<file path="src/rtl/ehl_fifo_wptr_ctrl.sv">
// ehl_fifo_wptr_ctrl
// Write-side pointer controller for a dual-clock FIFO (write clock domain).
// Keeps the binary write pointer, drives the RAM write address and a
// registered Gray write pointer for the read-domain synchronizer, and
// computes a registered full flag against the synchronized Gray read pointer.
//
// Optional feature macro: EHL_FIFO_WPTR_LEVEL_EN
//   defined   : registered occupancy (level) and almost-full (afull) outputs
//   undefined : no Gray-to-binary logic, level and afull tied to 0
//
// Handshake: wr_req is a level request from the client; wr_ack is high in
// exactly the cycles an entry is taken (wr_req & ~full), combinationally,
// and doubles as the RAM write enable. A request while full is simply not
// acknowledged and has no side effect; the client holds wr_req until acked.

module ehl_fifo_wptr_ctrl #(
  parameter int ADDR  = 4,
  parameter int AFULL = (1 << ADDR) - 1
) (
  input  logic            clk,
  input  logic            reset_n,
  input  logic            wr_req,
  output logic            wr_ack,
  input  logic [ADDR:0]   rptr_gray,
  output logic [ADDR-1:0] waddr,
  output logic [ADDR:0]   wptr_gray,
  output logic            full,
  output logic [ADDR:0]   level,
  output logic            afull
);

  // Elaboration-time sanity checks on the configuration.
  if (ADDR < 1) begin : g_bad_addr
    $error("ehl_fifo_wptr_ctrl: ADDR must be >= 1");
  end
  if (AFULL < 1 || AFULL > (1 << ADDR)) begin : g_bad_afull
    $error("ehl_fifo_wptr_ctrl: AFULL must be in 1..2**ADDR");
  end

  // Inverting the top two Gray bits of the read pointer gives the Gray code
  // of (read pointer + depth); the FIFO is full when the write pointer hits it.
  // For ADDR=1 this mask covers both bits, i.e. the whole pointer is inverted.
  localparam logic [ADDR:0] FULL_MASK = (ADDR + 1)'(3) << (ADDR - 1);

  logic [ADDR:0] wbin;
  logic [ADDR:0] wbin_next;
  logic [ADDR:0] wgray_next;
  logic          full_next;

  assign wr_ack = wr_req & ~full;
  assign waddr  = wbin[ADDR-1:0];

  // Next binary/Gray pointer and full flag; pointer arithmetic wraps mod 2^(ADDR+1).
  always_comb begin
    wbin_next  = wbin + {{ADDR{1'b0}}, wr_ack};
    wgray_next = (wbin_next >> 1) ^ wbin_next;
    full_next  = (wgray_next == (rptr_gray ^ FULL_MASK));
  end

  // Pointer and full registers; Gray pointer is registered so it never glitches.
  always_ff @(posedge clk or negedge reset_n) begin
    if (!reset_n) begin
      wbin      <= '0;
      wptr_gray <= '0;
      full      <= 1'b0;
    end else begin
      wbin      <= wbin_next;
      wptr_gray <= wgray_next;
      full      <= full_next;
    end
  end

`ifdef EHL_FIFO_WPTR_LEVEL_EN
  localparam logic [ADDR:0] AFULL_V = (ADDR + 1)'(AFULL);

  logic [ADDR:0] rbin;
  logic [ADDR:0] level_next;
  logic          afull_next;

  // Gray-to-binary of the read pointer as a prefix XOR from the MSB, then occupancy.
  always_comb begin
    rbin       = '0;
    rbin[ADDR] = rptr_gray[ADDR];
    for (int i = ADDR - 1; i >= 0; i--) begin
      rbin[i] = rbin[i+1] ^ rptr_gray[i];
    end
    level_next = wbin_next - rbin;
    afull_next = (level_next >= AFULL_V);
  end

  // Occupancy and almost-full registers.
  always_ff @(posedge clk or negedge reset_n) begin
    if (!reset_n) begin
      level <= '0;
      afull <= 1'b0;
    end else begin
      level <= level_next;
      afull <= afull_next;
    end
  end
`else
  assign level = '0;
  assign afull = 1'b0;
`endif

endmodule
</file>
<file path="config.mk">
export PLATFORM = sky130hd
export DESIGN_NAME = ehl_fifo_wptr_ctrl
export DESIGN_NICKNAME = d
export VERILOG_FILES = /design/src/rtl/ehl_fifo_wptr_ctrl.sv
export SDC_FILE = /design/constraint.sdc
export NUM_CORES = 1
export LEC_CHECK = 0
export ABC_AREA = 0
export BUFFER_PORTS_ARGS = -buffer_cell sky130_fd_sc_hd__buf_2
export CAP_MARGIN = 20
export CORE_ASPECT_RATIO = 0.8
export CORE_UTILIZATION = 25
export CTS_CLUSTER_SIZE = 24
export DETAILED_ROUTE_END_ITERATION = 16
export SYNTH_ARGS = -nofsm -noshare
export SYNTH_HDL_FRONTEND = slang
export SYNTH_SLANG_ARGS = --single-unit
</file>
<file path="constraint.sdc">
create_clock -name clk -period 1.9 [get_ports clk]
set_input_delay 0.38 -clock clk [delete_from_list [all_inputs] [get_ports clk]]
set_output_delay 0.38 -clock clk [all_outputs]
set_load 0.02 [all_outputs]
</file>
==> Word-level counts from Yosys, hierarchy flattened <==
Index checks and enable logic that the tools add are counted.
{ "totals": {"register_bits": 11, "input_bits": 8, "output_inout_bits": 17, "wordCells": 9} }
{ "op_classes": {"n_addsub": 1, "n_eq_ne": 1, "bitwise_logic": 4} }
{ "op_table": {"columns": ["op", "count"], "rows": [
  ["5-bit by 1-bit adder with 5-bit output", 1],
  ["5-bit equality test", 1],
  ["4-bit by 5-bit XOR with 5-bit output", 1],
  ["2-bit inverter", 1],
  ["1-bit AND", 1],
  ["1-bit inverter", 1]
]} }

==> Logic depth before layout (Yosys ltp) <==
Gate-level depths: netlist of run 1.
{ "logic_depth": {"ltp_word": 5, "mapped_depth": 8, "depth_no_buf": 8} }

==> Least setup slack after synthesis of run 1 <==
No wires, ideal clock.
{ "synth_timing": {"path_kind": "register -> register", "startpoint": "reg full", "endpoint": "reg full", "setup_time_ps": 82, "arrival_time_ps": 2459, "t_required_ps": 1818, "setup_slack_ps": -641, "stages_incl_launch_ff": 9, "path_buffers": 0, "synth_period_minus_slack_ps": 2541, "path_cell_list": "dfrtp_1 -> nor2b_1 -> ha_1 -> ha_1 -> and4b_1 -> o21a_1 -> or3_1 -> a211o_1 -> a22oi_2"} }
{ "synth_between": {"elab_chain_len": 5} }
{ "synth_rtl": {"columns": ["element", "line", "rtl"], "rows": [
  ["from (decl)", "27", "output logic full,"],
  ["from (signal assigned)", "69", "full <= full_next;"],
  ["1-bit inverter", "50", "assign wr_ack = wr_req & ~full;"],
  ["1-bit AND", "50", null],
  ["via wr_ack", "23", "output logic wr_ack,"],
  ["5-bit by 1-bit adder with 5-bit output", "55", "wbin_next = wbin + {{ADDR{1'b0}}, wr_ack};"],
  ["4-bit by 5-bit XOR with 5-bit output", "56", "wgray_next = (wbin_next >> 1) ^ wbin_next;"],
  ["5-bit equality test", "57", "full_next = (wgray_next == (rptr_gray ^ FULL_MASK));"],
  ["via full_next", "48", "logic full_next;"]
]} }
The timed path passes the listed nets, and every way through them passes these cells.

==> Final worst setup path of run 1 <==
{ "layout_timing": {"startpoint": "reg full", "endpoint": "reg full"} }
{ "layout_between": {"elab_chain_len": 5} }
{ "layout_rtl": {"columns": ["element", "line"], "rows": [
  ["1-bit inverter", "50"],
  ["1-bit AND", "50"],
  ["5-bit by 1-bit adder with 5-bit output", "55"],
  ["4-bit by 5-bit XOR with 5-bit output", "56"],
  ["5-bit equality test", "57"],
  ["via full_next", "48"]
]} }
The timed path passes the listed nets, and every way through them passes these cells.

==> results of run 1 <==
## flip-flops by register name (all words and copies together) (netlist names)
| register | flops |
|---|---|
| wptr_gray | 4 |
| wbin | 5 |
| full | 1 |
## cell usage in the layout (no fill, tap or decap)
cell	Yosys	final
sky130_fd_sc_hd__a211o_1	1	1
sky130_fd_sc_hd__a21boi_0	1	1
sky130_fd_sc_hd__a21oi_1	1	1
sky130_fd_sc_hd__a22oi_2	1	1
sky130_fd_sc_hd__a31oi_1	1	1
sky130_fd_sc_hd__and4b_1	1	1
sky130_fd_sc_hd__buf_2	0	18
sky130_fd_sc_hd__buf_4	6	6
sky130_fd_sc_hd__clkbuf_4	0	3
sky130_fd_sc_hd__clkbuf_8	0	1
sky130_fd_sc_hd__conb_1	1	6
sky130_fd_sc_hd__dfrtp_1	10	9
sky130_fd_sc_hd__dfrtp_2	0	1
sky130_fd_sc_hd__dlygate4sd3_1	0	1
sky130_fd_sc_hd__ha_4	0	2
sky130_fd_sc_hd__inv_1	1	1
sky130_fd_sc_hd__nand2_1	2	2
sky130_fd_sc_hd__nand2b_1	1	1
sky130_fd_sc_hd__nand3_1	3	3
sky130_fd_sc_hd__nand4_1	1	1
sky130_fd_sc_hd__nor2_1	2	2
sky130_fd_sc_hd__nor2b_4	0	1
sky130_fd_sc_hd__o21a_1	1	1
sky130_fd_sc_hd__o21ai_0	1	1
sky130_fd_sc_hd__o22ai_1	1	1
sky130_fd_sc_hd__or3_1	2	2
sky130_fd_sc_hd__xnor2_1	5	5
sky130_fd_sc_hd__xor2_1	4	4
sky130_fd_sc_hd__xor2_2	1	1
## cell families (layout without fill, tap and decap cells)
| logic type | Yosys count | count (layout) | share of synthesized area (%) |
|---|---|---|---|
| flops | 10 | 10 | 45.2 |
| xor+xnor | 10 | 10 | 17.2 |
| compound gates | 8 | 8 | 10.6 |
| fa+ha+maj | 2 | 2 | 4.52 |
| simple gates | 13 | 13 | 12.9 |
| other cells | 1 | 6 | 0.678 |
| buf+inv | 7 | 30 | 8.82 |
## worst paths after layout
check                          endpoint  slack [ps]  cells past startpoint
max in group asynchronous          full        1170                      2
hold / removal                     full         490                      4
min in group asynchronous  wptr_gray[1]         510                      2
setup / recovery                   full        -130                      8
hold reg to reg                 wbin[4]         580                      1
setup reg to reg                   full        -130                      8
## timing repair
action | in CTS | in global routing
hold buffers | 1 | 0
hold endpoints to repair | 10 | 0
endpoints found under the setup margin | 1 | 1
buffers inserted | 1 | 0
## through the flow
stage	worst slack, ps	hold WS [ps]	utilization [%]
floorplan	-253	84.4	-
global placement	-201	253	36.3
detailed placement	-213	252	36.3
CTS	-146	478	39.0
global route	-255	493	39.0
finish	-125	492	39.0
## metal layers
metal  routed length (um)  track usage [%]
met2                  427             13.3
met4                   44             10.8
met3                   80             3.09
met5                    0                0
met1                  547             14.4
## area by class of cell
type                            count  area [um2]
Timing Repair Buffer               25         145
Inverter                            1        3.75
Sequential cell                    10         251
Multi-Input combinational cell     39         305
Tap cell                           24        30.0
Clock buffer                        4        36.3
Fill cell                         203        1210
## worst max-delay path, stage by stage, from the launching register on
cell and delay (ps):
sky130_fd_sc_hd__dfrtp_2 420, sky130_fd_sc_hd__nor2b_4 140, sky130_fd_sc_hd__ha_4 150, sky130_fd_sc_hd__ha_4 120, sky130_fd_sc_hd__and4b_1 180, sky130_fd_sc_hd__o21a_1 170, sky130_fd_sc_hd__or3_1 320, sky130_fd_sc_hd__a211o_1 270
sky130_fd_sc_hd__a22oi_2 170
## power by group through the flow
stage	combinational [mW]	sequential (mW)	clock, mW
floorplan	0.449	0.551	0
global placement	0.843	0.411	0
detailed placement	0.861	0.413	0
CTS	0.883	0.412	0.200
global route	0.949	0.425	0.204
finish	0.873	0.412	0.190
==> run_results.csv, run 1 <==
group,metric,value,unit
timing,final-setup-viol-count,1,
floorplanning,dieHeight,44.1,um
global_route,first_global_vias,384,
setup_path,worstSetupStartpointType,"flop",
global_route,antenna_found_initial,0,
placed_design,gpl.final_weighted_congestion,0.720,
clocking,tritoncts.num_buffers,3,
placed_design,dpl_cell_area,718,um2
setup_path,critical_path_arrival,2210,ps
route,drt.antenna.violating_nets,0,
run_status,outcome,"complete, but fails checks",
power_and_ir_drop,p_switching,633,uW
hold_path,worst_hold_path_type,"input port to flop",
clocking,cts.sinks,10,
timing,post-route-min-period,2030,ps
floorplanning,floorplan.initialDensity,27.9,%
yosys,ys_dominant_reg_cell,"sky130_fd_sc_hd__dfrtp_1",
route,first_iter_violations,6,
route,dr_total_vias,438,
clocking,path_clk_slew,60,ps
yosys,number_of_flops_mapped_to_enable_cells_by_yosys,0,
setup_path,worst_setup_path_end_kind,"flop",
yosys,post_synth_inst_count,51,
final_layout,design.final.nets,90,
timing,period_share,107,%
floorplanning,fp.coreArea,1980,um2
yosys,yosys.cell_types.count,24,
placed_design,detailedPlacementHpwl,834,um
route,drt-total-wl,1.10,mm
yosys,synth_top_cell_by_area,"sky130_fd_sc_hd__dfrtp_1",
floorplanning,number_of_placement_rows,14,
power_and_ir_drop,vdd.ir_drop.worst,0.000639,V
setup_path,crit_start,"full",
setup_path,criticalPathCategory,"flop to flop",
power_and_ir_drop,internal_portion_of_total_power,842,uW
yosys,synth-async-reset-ratio,100,%
power_and_ir_drop,combinationalPowerShare,59.2,%
yosys,ys_warn_count,0,
floorplanning,ioPinCount,25,
timing,hold_violation_count_in_the_final_report,0,
route,avgRoutedWirePerCell,10.7,um
route,remaining_drc_errors,0,
route,detail_route.first_pass.iterations,2,
clocking,cts_htree_levels,1,
clocking,tritoncts,"built",
clocking,clk_root_buffer_cell,"sky130_fd_sc_hd__clkbuf_4",
setup_path,timing.rr.start,"full",
timing,maxSlewViolCount,0,
floorplanning,die-area,2410,um2
final_layout,instances_no_fill,103,
placed_design,placed_cells_incl_taps,97,
yosys,synth_seq_area_share,45.2,%
clocking,clk_latency_worst_skew_pair,260,ps
power_and_ir_drop,power.sequential.fraction,27.9,%
timing,finalClockSkew,6.03,ps
yosys,synth_most_common_cell,"sky130_fd_sc_hd__dfrtp_1",
setup_path,required,2080,ps
timing,max_freq,494,MHz
setup_path,crit_path_max_fo,3,
clocking,clk_path_buf_depth,2,
timing,fin_tns_setup,-125,ps
power_and_ir_drop,power.static_leakage,0.364,nW
final_layout,area_delta_synth_final,39.6,%
power_and_ir_drop,pwr-share-clk,12.9,%
timing,worst_slack,-125,ps
yosys,synth_commonest_cells,"10 x sky130_fd_sc_hd__dfrtp_1, 6 x sky130_fd_sc_hd__buf_4, 5 x sky130_fd_sc_hd__xnor2_1",
clocking,post_cts.resized_instances,0,
global_route,grt_start_max_net_pins,11,
yosys,post-synth-top-area-fraction,45.2,%
yosys,synth.top_cells.by_area,"sky130_fd_sc_hd__dfrtp_1 45%, sky130_fd_sc_hd__buf_4 8.1%, sky130_fd_sc_hd__xnor2_1 7.9%",
hold_path,min-delay-start,"rptr_gray[4]",
yosys,synthesized_cell_area,553,um2
final_layout,n_antenna_cell,0,
yosys,synth-seq-cells,10,
run,maxCapViolations,0,
yosys,synth_area_per_cell,10.8,um2
run_status,failing_checks,"setup timing",
placed_design,io_buffers,18,
global_route,global_route_wire_length_before_repair,1.63,mm
power_and_ir_drop,power-per-cell-area,1910,nW/um2
power_and_ir_drop,p_total,1.47,mW
power_and_ir_drop,p_sw_share,42.9,%
floorplanning,chipWidth,54.6,um
global_route,grtUsageTotal,10.8,%
global_route,grt_remaining_overflow,0,
final_layout,drive_above_1_share,43.0,%
timing,rsz0062_at_grt,"yes",
route,post_drt_via_cell_ratio,4.25,
final_layout,post-route-cell-area,772,um2
Power figures use the tool's default switching activity.
==> inputs of run 2 (changes only) <==
--- a/config.mk
+++ b/config.mk
@@ -6,12 +6,13 @@
 export NUM_CORES = 1
 export LEC_CHECK = 0
 export ABC_AREA = 0
-export BUFFER_PORTS_ARGS = -buffer_cell sky130_fd_sc_hd__buf_2
+export BUFFER_PORTS_ARGS = -buffer_cell sky130_fd_sc_hd__buf_4
 export CAP_MARGIN = 20
 export CORE_ASPECT_RATIO = 0.8
 export CORE_UTILIZATION = 25
 export CTS_CLUSTER_SIZE = 24
 export DETAILED_ROUTE_END_ITERATION = 16
+export MAX_ROUTING_LAYER = met4
 export SYNTH_ARGS = -nofsm -noshare
 export SYNTH_HDL_FRONTEND = slang
 export SYNTH_SLANG_ARGS = --single-unit
==> run 2 against run 1 <==
  * The run still ends with setup timing left
  * Die area unchanged
  * Count of clock-buffer cells in the layout unchanged
  * Non-clock buffer count increased by 3
  * Global-route usage decreased by 0.25 points
  * Critical endpoint unchanged
==> run_results.csv, run 2 (same netlist as run 1, synthesis figures left out) <==
group,metric,value,unit
run_status,outcome,"complete, but fails checks",
run_status,failing_checks,"setup timing",
timing,hold_violation_count_in_the_final_report,0,
final_layout,design.final.nets,93,
global_route,grt_start_max_net_pins,11,
power_and_ir_drop,power.static_leakage,0.393,nW
clocking,clk_root_buffer_cell,"sky130_fd_sc_hd__clkbuf_4",
final_layout,final_util,42.4,%
clocking,post_cts.resized_instances,0,
power_and_ir_drop,pwr-share-clk,12.1,%
setup_path,worstSetupStartpointType,"flop",
floorplanning,ioPinCount,25,
power_and_ir_drop,p_switching,622,uW
floorplanning,dieHeight,44.1,um
clocking,cts.sinks,10,
clocking,clk_latency_worst_skew_pair,260,ps
setup_path,path_cells,"nor2b_4 > ha_4 > ha_4 > and4b_1 > o21a_1 > or3_1 > a211o_1 > a22oi_2",
final_layout,max_ffs_per_register,5,
power_and_ir_drop,power.sequential.fraction,26.0,%
route,avgRoutedWirePerCell,10.0,um
floorplanning,number_of_placement_rows,14,
final_layout,drive_above_1_share,45.1,%
timing,final-setup-viol-count,1,
setup_path,cpMostUsedCell,"sky130_fd_sc_hd__ha_4",
power_and_ir_drop,power-per-cell-area,1840,nW/um2
global_route,grt_remaining_overflow,0,
final_layout,nFillCells,214,
final_layout,max_flop_register,"wbin",
clocking,cts_htree_levels,1,
floorplanning,floorplan.initialDensity,27.9,%
timing,maxSlewViolCount,0,
clocking,tritoncts,"built",
floorplanning,fp.coreArea,1980,um2
final_layout,area_delta_synth_final,51.8,%
final_layout,mostFrequentLayoutCells,"27 x sky130_fd_sc_hd__buf_4, 9 x sky130_fd_sc_hd__dfrtp_1, 6 x sky130_fd_sc_hd__conb_1",
floorplanning,die-area,2410,um2
timing,period_share,108,%
global_route,global_route_wire_length_before_repair,1.65,mm
power_and_ir_drop,internal_portion_of_total_power,925,uW
route,first_iter_violations,6,
setup_path,crit_buf_inv,0,
timing,rsz0062_at_grt,"yes",
route,remaining_drc_errors,0,
timing,post-route-min-period,2050,ps
setup_path,crit_path_max_incr_delay,420,ps
floorplanning,chipWidth,54.6,um
placed_design,detailedPlacementHpwl,839,um
final_layout,reg.largest.list,"wbin: 5 flops, wptr_gray: 4 flops, full: 1 flops",
hold_path,worst_hold_path_type,"input port to asynchronous set/reset pin",
setup_path,worst_setup_path_end_kind,"flop",
clocking,path_clk_slew,60,ps
route,post_drt_via_cell_ratio,4.23,
clocking,tritoncts.num_buffers,3,
power_and_ir_drop,vdd.ir_drop.worst,0.000608,V
setup_path,criticalPathCategory,"flop to flop",
final_layout,n_antenna_cell,0,
power_and_ir_drop,p_sw_share,40.2,%
power_and_ir_drop,p_total,1.55,mW
clocking,clk_path_buf_depth,2,
setup_path,critical_path_arrival,2230,ps
setup_path,required,2080,ps
run,maxCapViolations,0,
final_layout,final_common_cell,"sky130_fd_sc_hd__buf_4",
global_route,grtUsageTotal,10.5,%
placed_design,io_buffers,18,
route,detail_route.first_pass.iterations,4,
route,dr_total_vias,448,
route,drt.antenna.violating_nets,0,
placed_design,gpl.final_weighted_congestion,0.759,
global_route,first_global_vias,409,
timing,finalClockSkew,1.69,ps
global_route,antenna_found_initial,0,
setup_path,cpLargestDelayFamily,"simple AND/OR/NAND/NOR gates",
timing,max_freq,487,MHz
setup_path,crit_path_max_fo,4,
setup_path,timing.critical_path.slowest_stage_cell,"sky130_fd_sc_hd__dfrtp_2",
power_and_ir_drop,combinationalPowerShare,61.9,%
route,drt-total-wl,1.06,mm
timing,worst_slack,-154,ps
[run 2: cell types whose count changed in the layout (fill, tap and decap cells not counted)]
cell and change:
sky130_fd_sc_hd__buf_2 -18, sky130_fd_sc_hd__buf_4 +21
[run 2: path summary, 6_finish.rpt]
kind / slack (ps) / from / to / cells past startpoint
max: -150 / full / full / 8
min: 480 / reset_n / full / 2
max reg2reg: -150 / full / full / 8
min reg2reg: 580 / wbin[4] / wbin[4] / 1
max in group asynchronous: 1260 / reset_n / full / 2
min in group clk: 490 / rptr_gray[2] / full / 4
[run 2: metrics by stage]
stage          instance area [um2]  hold slack [ps]  worst slack, ps  std cells  TNS [ps]
2_1_floorplan                  606             84.4             -253         56      -253
3_3_place_gp                   771              217             -207         98      -207
3_5_place_dp                   771              219             -255         98      -255
4_1_cts                        832              483             -164        105      -164
5_1_grt                        840              506             -237        106      -237
6_report                       840              483             -154        106      -154
[run 2: routing by layer]
layer  vias up  part of all wire [%]  global-route usage [%]
met2        22                    43                    14.7
met1       198                    47                    13.3
met5         -                     0                       -
met3         2                   8.5                    1.03
met4         0                   1.8                    9.23
li1        226                     -                       -
[run 2: layout make-up]
type | count | area (um2) | share of cell area, %
multi-input cells | 39 | 305 | 36.4
repair buffers | 28 | 213 | 25.3
clock buffers | 4 | 36.3 | 4.32
inverters | 1 | 3.75 | 0.447
well taps | 24 | 30.0 | 3.58
flip-flops and latches | 10 | 251 | 30.0
[run 2: what timing repair did]
| item | CTS | global route |
|---|---|---|
| setup endpoints to repair | 1 | 1 |
| hold buffers | 1 | 0 |
| gates cloned | 0 | 0 |
| hold endpoints to repair | 10 | 0 |
| setup buffers | 2 | 1 |
| pin swaps | 1 | 0 |
[run 2: power by group through the flow]
stage	registers, mW	clock network [mW]	logic, mW
floorplan	0.551	0	0.449
finish	0.402	0.187	0.959
global placement	0.406	0	0.938
global route	0.420	0.201	1.05
detailed placement	0.407	0	0.956
CTS	0.403	0.197	0.975
[run 2: worst register-to-register path, stage by stage, from the launching register on]
cell	delay, ps
sky130_fd_sc_hd__dfrtp_2	420
sky130_fd_sc_hd__nor2b_4	140
sky130_fd_sc_hd__ha_4	150
sky130_fd_sc_hd__ha_4	140
sky130_fd_sc_hd__and4b_1	190
sky130_fd_sc_hd__o21a_1	170
sky130_fd_sc_hd__or3_1	320
sky130_fd_sc_hd__a211o_1	280
sky130_fd_sc_hd__a22oi_2	160
